==> config.mk <==
export PLATFORM = sky130hd
export DESIGN_NAME = diod_scan_controller
export DESIGN_NICKNAME = d
export VERILOG_FILES = /design/src/rtl/diod_scan_controller_pkg.sv /design/src/rtl/diod_spi_frame_master.sv /design/src/rtl/diod_scan_controller.sv
export SDC_FILE = /design/constraint.sdc
export NUM_CORES = 1
export LEC_CHECK = 0
export BUFFER_PORTS_ARGS = -buffer_cell sky130_fd_sc_hd__buf_2
export CAP_MARGIN = 10
export CORE_MARGIN = 2
export CORE_UTILIZATION = 43
export DETAILED_ROUTE_END_ITERATION = 16
export PLACE_DENSITY = 0.64
export SYNTH_ARGS = -nofsm -noshare
export SYNTH_HDL_FRONTEND = slang
export SYNTH_SLANG_ARGS = --single-unit
export TNS_END_PERCENT = 20
==> constraint.sdc <==
create_clock -name clk -period 2.7 [get_ports clk]
set_clock_uncertainty 0.2 [all_clocks]
set_input_delay 0.405 -clock clk [delete_from_list [all_inputs] [get_ports clk]]
set_output_delay 0.405 -clock clk [all_outputs]
set_load 0.02 [all_outputs]
==> src/rtl/diod_scan_controller_pkg.sv <==
// Shared definitions for the diode scan controller.
// FSM encoding, SPI frame width and SPI mode.
package diod_scan_controller_pkg;

    typedef enum logic [2:0] {
        ST_IDLE     = 3'd0,
        ST_SEND     = 3'd1,
        ST_WAIT_SPI = 3'd2,
        ST_MEASURE  = 3'd3,
        ST_DECIDE   = 3'd4,
        ST_REPORT   = 3'd5,
        ST_FINISH   = 3'd6
    } state_t;

    // SPI mode 0: clock idles low, data sampled on rising edge
    localparam logic [1:0] SPI_MODE = 2'd0;

    // Frame carries the channel index followed by the voltage code
    function automatic int frame_width(input int nch, input int vw);
        return $clog2(nch) + vw;
    endfunction

endpackage

==> src/rtl/diod_spi_frame_master.sv <==
// SPI frame master, MSB first, parametrised frame length.
// Half-period of CLK_DIV cycles; select rises CLK_DIV after last falling edge.
module diod_spi_frame_master
    import diod_scan_controller_pkg::*;
#(
    parameter int FRAME   = 12,
    parameter int CLK_DIV = 4
) (
    input  logic             clk,
    input  logic             reset,
    input  logic             start,
    input  logic [FRAME-1:0] data,
    output logic             mosi,
    output logic             sclk,
    output logic             ss,
    output logic             done
);

    localparam int DW  = $clog2(CLK_DIV + 1);
    localparam int HCW = $clog2(2 * FRAME + 2);
    localparam logic [DW-1:0]  DIV_LAST = DW'(CLK_DIV - 1);
    localparam logic [HCW-1:0] HALF_END = HCW'(2 * FRAME + 1);
    localparam logic           CPOL     = SPI_MODE[1];

    logic             active;
    logic [DW-1:0]    div;
    logic [HCW-1:0]   half;
    logic [HCW-1:0]   half_nx;
    logic [FRAME-1:0] shreg;

    assign half_nx = half + 1'b1;
    // Shift register empties itself, so MOSI returns low between frames
    assign mosi    = shreg[FRAME-1];

    // Half-period sequencer: odd halves raise SCLK, even halves fall and shift
    always_ff @(posedge clk or negedge reset) begin
        if (!reset) begin
            active <= 1'b0;
            div    <= '0;
            half   <= '0;
            shreg  <= '0;
            sclk   <= CPOL;
            ss     <= 1'b1;
            done   <= 1'b0;
        end else begin
            done <= 1'b0;
            if (!active) begin
                if (start) begin
                    active <= 1'b1;
                    ss     <= 1'b0;
                    sclk   <= CPOL;
                    div    <= '0;
                    half   <= '0;
                    shreg  <= data;
                end
            end else if (div != DIV_LAST) begin
                div <= div + 1'b1;
            end else begin
                div  <= '0;
                half <= half_nx;
                if (half_nx == HALF_END) begin
                    active <= 1'b0;
                    ss     <= 1'b1;
                    sclk   <= CPOL;
                    done   <= 1'b1;
                end else if (half_nx[0]) begin
                    sclk <= ~CPOL;
                end else begin
                    sclk  <= CPOL;
                    shreg <= shreg << 1;
                end
            end
        end
    end

endmodule

==> src/rtl/diod_scan_controller.sv <==
// Multi-channel diode bias scan controller.
// Ramps a DAC code per channel until noise hits reach threshold.
module diod_scan_controller
    import diod_scan_controller_pkg::*;
#(
    parameter int NCH        = 4,
    parameter int VW         = 8,
    parameter int WIN_LEN    = 256,
    parameter int HIT_THRESH = 2,
    parameter int CLK_DIV    = 4
) (
    input  logic                     clk,
    input  logic                     reset,
    input  logic                     start,
    input  logic [NCH-1:0]           noise_valid,
    output logic                     spi_mosi,
    output logic                     spi_clk,
    output logic                     spi_ss,
    output logic                     busy,
    output logic                     done,
    output logic                     result_valid,
    output logic [$clog2(NCH)-1:0]   result_ch,
    output logic [VW-1:0]            result_voltage,
    output logic                     result_sat,
    output logic [2:0]               debug_state
);

    localparam int CHW   = $clog2(NCH);
    localparam int FRAME = frame_width(NCH, VW);
    localparam int HW    = $clog2(WIN_LEN + 1);
    localparam int WW    = $clog2(WIN_LEN + 1);

    localparam logic [HW-1:0]  THRESH   = HW'(HIT_THRESH);
    localparam logic [HW-1:0]  HIT_MAX  = '1;
    localparam logic [WW-1:0]  WIN_LAST = WW'(WIN_LEN - 1);
    localparam logic [VW-1:0]  V_MAX    = '1;
    localparam logic [CHW-1:0] CH_LAST  = CHW'(NCH - 1);

    state_t           state;
    state_t           state_nx;
    logic [CHW-1:0]   ch;
    logic [VW-1:0]    v;
    logic [WW-1:0]    win;
    logic [HW-1:0]    hits;
    logic             hit;
    logic             at_max;
    logic             spi_start;
    logic             spi_done;
    logic [FRAME-1:0] spi_data;

    assign hit          = hits >= THRESH;
    assign at_max       = v == V_MAX;
    assign spi_start    = state == ST_SEND;
    assign spi_data     = {ch, v};
    assign busy         = (state != ST_IDLE) && (state != ST_FINISH);
    assign done         = state == ST_FINISH;
    assign result_valid = state == ST_REPORT;
    assign debug_state  = state;

    diod_spi_frame_master #(
        .FRAME   (FRAME),
        .CLK_DIV (CLK_DIV)
    ) u_spi (
        .clk   (clk),
        .reset (reset),
        .start (spi_start),
        .data  (spi_data),
        .mosi  (spi_mosi),
        .sclk  (spi_clk),
        .ss    (spi_ss),
        .done  (spi_done)
    );

    // State register
    always_ff @(posedge clk or negedge reset) begin
        if (!reset) state <= ST_IDLE;
        else        state <= state_nx;
    end

    // Next-state decode
    always_comb begin
        state_nx = state;
        case (state)
            ST_IDLE:     if (start) state_nx = ST_SEND;
            ST_SEND:     state_nx = ST_WAIT_SPI;
            ST_WAIT_SPI: if (spi_done) state_nx = ST_MEASURE;
            ST_MEASURE:  if (win == WIN_LAST) state_nx = ST_DECIDE;
            ST_DECIDE:   state_nx = (hit || at_max) ? ST_REPORT : ST_SEND;
            ST_REPORT:   state_nx = (ch == CH_LAST) ? ST_FINISH : ST_SEND;
            ST_FINISH:   state_nx = ST_IDLE;
            default:     state_nx = ST_IDLE;
        endcase
    end

    // Channel/code stepping, window counting and result latching
    always_ff @(posedge clk or negedge reset) begin
        if (!reset) begin
            ch             <= '0;
            v              <= '0;
            win            <= '0;
            hits           <= '0;
            result_ch      <= '0;
            result_voltage <= '0;
            result_sat     <= 1'b0;
        end else begin
            case (state)
                ST_IDLE: begin
                    if (start) begin
                        ch <= '0;
                        v  <= '0;
                    end
                end
                ST_WAIT_SPI: begin
                    if (spi_done) begin
                        win  <= '0;
                        hits <= '0;
                    end
                end
                ST_MEASURE: begin
                    win <= win + 1'b1;
                    if (noise_valid[ch] && hits != HIT_MAX) hits <= hits + 1'b1;
                end
                ST_DECIDE: begin
                    if (hit || at_max) begin
                        result_ch      <= ch;
                        result_voltage <= v;
                        result_sat     <= !hit;
                    end else begin
                        v <= v + 1'b1;
                    end
                end
                ST_REPORT: begin
                    if (ch != CH_LAST) begin
                        ch <= ch + 1'b1;
                        v  <= '0;
                    end
                end
                default: ;
            endcase
        end
    end

endmodule

==> impl_metrics.py <==
metrics = {
    "status": {
        "status": "finished clean",
    },
    "worst_setup_path": {
        "cp.required_ps": 2770,
        "crit_path_end_kind": "register",
        "worstPathMaxFanout": 8,
        "critical_path_class": "reg2reg",
        "start_kind": "register",
        "crit_arrival_ps": 2510,
    },
    "synth": {
        "postSynthNetCount": 386,
        "yosysSeqAreaShare_pct": 43.44,
        "synth_ff_type": "dfrtp_1",
        "yosysMostFrequentCell": "dfrtp_1",
        "synth_top_area_share_pct": 42.73,
        "synth.avg_cell_area_um2": 9.999,
        "ys_types": 56,
        "async_reset_ff_share_pct": 100.0,
        "yosys-top-cells-area": "dfrtp_1 (43%), mux2_2 (5.2%), ha_1 (3.4%), nand2b_1 (3.4%), nand2_1 (3.1%)",
        "syn-instance-count": 369,
        "ys_warn_count": 0,
        "ys_ff_latch": 64,
        "synth_edf_count": 0,
        "synth_top_area_cell": "dfrtp_1",
        "synth_commonest_cells": "dfrtp_1 (63), nand2_1 (30), nor2_1 (21)",
        "syn_area_um2": 3690,
    },
    "clock_network": {
        "insertion_delay_ps": 340,
        "cts_setup_buffers": 0,
        "ctsLongestPathBuffers": 2,
        "root_buffer": "clkbuf_8",
        "cts_resized": 0,
        "clkSinkCount": 64,
        "tritoncts": "done",
        "cts_buffers": 9,
        "clkTransAtPathRegs_ps": 80,
        "hold_buffers": 1,
        "htree_num_levels": 3,
    },
    "sta": {
        "maxSlewViolCount": 0,
        "relSlewSlack_pct": 53.21,
        "fmax_ghz": 0.4109,
        "setup-tns-final_ps": 0,
        "timing.final.crit_period_ps": 2434,
        "final.period_utilization_pct": 90.14,
        "setup_viol": 0,
        "worstMarginPinSlew_ps": 700.5,
        "finalHoldViolations": 0,
        "rsz0062_at_grt": "false",
    },
    "cells_and_area": {
        "area_delta_synth_final_pct": 13.26,
        "multi_input_comb_area_um2": 1953,
        "drive_above_1_share_pct": 22.06,
        "fill_cells": 796,
        "fin_area_um2": 4179,
        "final_nets": 420,
        "seq_area_um2": 1603,
        "num_antenna_cells": 0,
    },
    "routing": {
        "drc_errors": 0,
        "vias_per_cell": 5.678,
        "vias": 2913,
        "postRouteAntennaNets": 0,
        "firstDrtPassIters": 4,
        "wirelength_um": 8244,
        "drtIter0Drc": 146,
        "wl_per_cell_um": 16.07,
    },
    "global_routing": {
        "grt_pass1_wl_um": 14460,
        "grt_use_total_pct": 18.74,
        "antenna_found_initial": 0,
        "grt_overflow": 0,
        "grt_pass1_vias": 2915,
        "grt_max_degree": 37,
    },
    "floorplan": {
        "design.core.area_um2": 8258,
        "die_area_um2": 9338,
        "die_y_um": 96.64,
        "rows": 33,
        "fp.dieW_um": 96.64,
        "ioPinCount": 27,
        "start_util_pct": 44.68,
    },
    "placement": {
        "place_hpwl_um": 5685,
        "portBuffers": 26,
        "gp_congestion": 0.8402,
        "place_area_um2": 3971,
    },
    "power": {
        "leakage_nw": 1.877,
        "powerDensity_nw_per_um2": 437.2,
        "ir_drop_mv": 0.2162,
    },
    "min_path": {
        "min_path_type": "reg2reg",
    },
    "flow_run": {
        "cap_violations": 0,
    },
}
## report_power, final
group	total, mW	leakage, nW	internal (mW)	switching, mW
logic	0.0301	0.928	0.00795	0.0222
registers	0.958	0.850	0.958	0
clock network	0.839	0.0993	0.450	0.388
total	1.83	1.88	1.42	0.411
## through the flow
step	hold WS, ps	setup WS [ps]	std cells	power, mW	utilization [%]
2_1_floorplan	-90.59	457.1	369	0.9801	-
6_report	284.9	266.1	513	1.827	50.61
3_5_place_dp	253.6	304.4	496	1.007	48.09
3_3_place_gp	244.3	368.4	496	1.007	48.09
5_1_grt	315.9	166.0	513	1.905	50.61
4_1_cts	285.6	281.0	513	1.847	50.61
## path summary, 6_finish.rpt
kind	startpoint	to	slack, ps	depth (start not counted)
setup / recovery	hits[4]$_DFFE_PN0P_	hits[7]$_DFFE_PN0P_	270	8
hold / removal	win[8]$_DFFE_PN0P_	win[8]$_DFFE_PN0P_	280	2
setup reg to reg	hits[4]$_DFFE_PN0P_	hits[7]$_DFFE_PN0P_	270	8
hold reg to reg	win[8]$_DFFE_PN0P_	win[8]$_DFFE_PN0P_	280	2
max in group asynchronous	reset	u_spi.ss$_DFFE_PN1P_	1100	3
min in group asynchronous	reset	u_spi.shreg[5]$_DFFE_PN0P_	410	2
## sequential cells by signal (all words and copies together) (netlist names)
name / flops
ch: 2
debug_state: 3
hits: 9
result_ch: 2
result_sat: 1
result_voltage: 8
u_spi.active: 1
u_spi.div: 3
u_spi.done: 1
u_spi.half: 5
u_spi.sclk: 1
u_spi.shreg: 10
u_spi.ss: 1
v: 8
win: 9
## layout make-up
| cell class | instances | area share (%) |
|---|---|---|
| Inverter | 11 | 0.9880 |
| Sequential cell | 64 | 38.35 |
| Tap cell | 105 | 3.144 |
| Timing Repair Buffer | 42 | 6.048 |
| Clock inverter | 5 | 1.347 |
| Multi-Input combinational cell | 275 | 46.74 |
| Clock buffer | 11 | 3.383 |
## logic make-up after synthesis
family	count (synthesis)	share of synthesized area, %
multiplexers	27	8.274
adder cells (fa/ha/maj)	10	3.391
XOR/XNOR	6	1.424
flip-flops	64	43.44
AND/OR/NAND/NOR	158	24.89
AO/OA/AOI/OAI	74	14.95
buffers and inverters	30	3.628
## cells in the final DEF, fill, tap and decap left out, types with 3 or more instances in the layout
| cell | synthesis | routed |
|---|---|---|
| a2111oi_2 | 5 | 5 |
| nor2b_1 | 4 | 4 |
| o211ai_1 | 11 | 11 |
| mux2i_1 | 8 | 8 |
| a2111oi_0 | 3 | 3 |
| and3_1 | 8 | 8 |
| or3_1 | 9 | 9 |
| buf_2 | 5 | 26 |
| inv_1 | 11 | 11 |
| xor2_1 | 5 | 5 |
| ha_1 | 10 | 10 |
| a21oi_1 | 8 | 8 |
| nor3_1 | 12 | 12 |
| nor2_1 | 21 | 21 |
| dfrtp_1 | 63 | 63 |
| nor4b_1 | 10 | 10 |
| nand4_1 | 6 | 6 |
| o21ai_0 | 20 | 20 |
| nand2_1 | 30 | 30 |
| buf_4 | 0 | 15 |
| a21o_1 | 4 | 4 |
| mux2_2 | 17 | 17 |
| clkbuf_8 | 0 | 10 |
| nor4_1 | 4 | 4 |
| and2_1 | 3 | 3 |
| nor3b_1 | 3 | 3 |
| and4_1 | 3 | 3 |
| nand3b_1 | 4 | 4 |
| nand3_1 | 10 | 10 |
| a32o_1 | 3 | 3 |
| o31ai_1 | 5 | 5 |
| nand2b_1 | 20 | 20 |
## metal layers
metal  GRT usage, %  vias up  part of all wire, %
met5              0        -                    0
met4          5.092        0                  1.1
li1               -     1436                    -
met2          29.65       45                   47
met3          4.335       10                  3.6
met1          25.97     1422                   48
## worst max-delay path: stages, from the launching register on
cell      delay (ps)
dfrtp_1          440
and4_1           250
nand2_1          100
nor2_1            60
ha_1             160
and4bb_2         330
nand2_1          170
or4_1            500
a21oi_1          150
(Power assumes the default switching activity.)
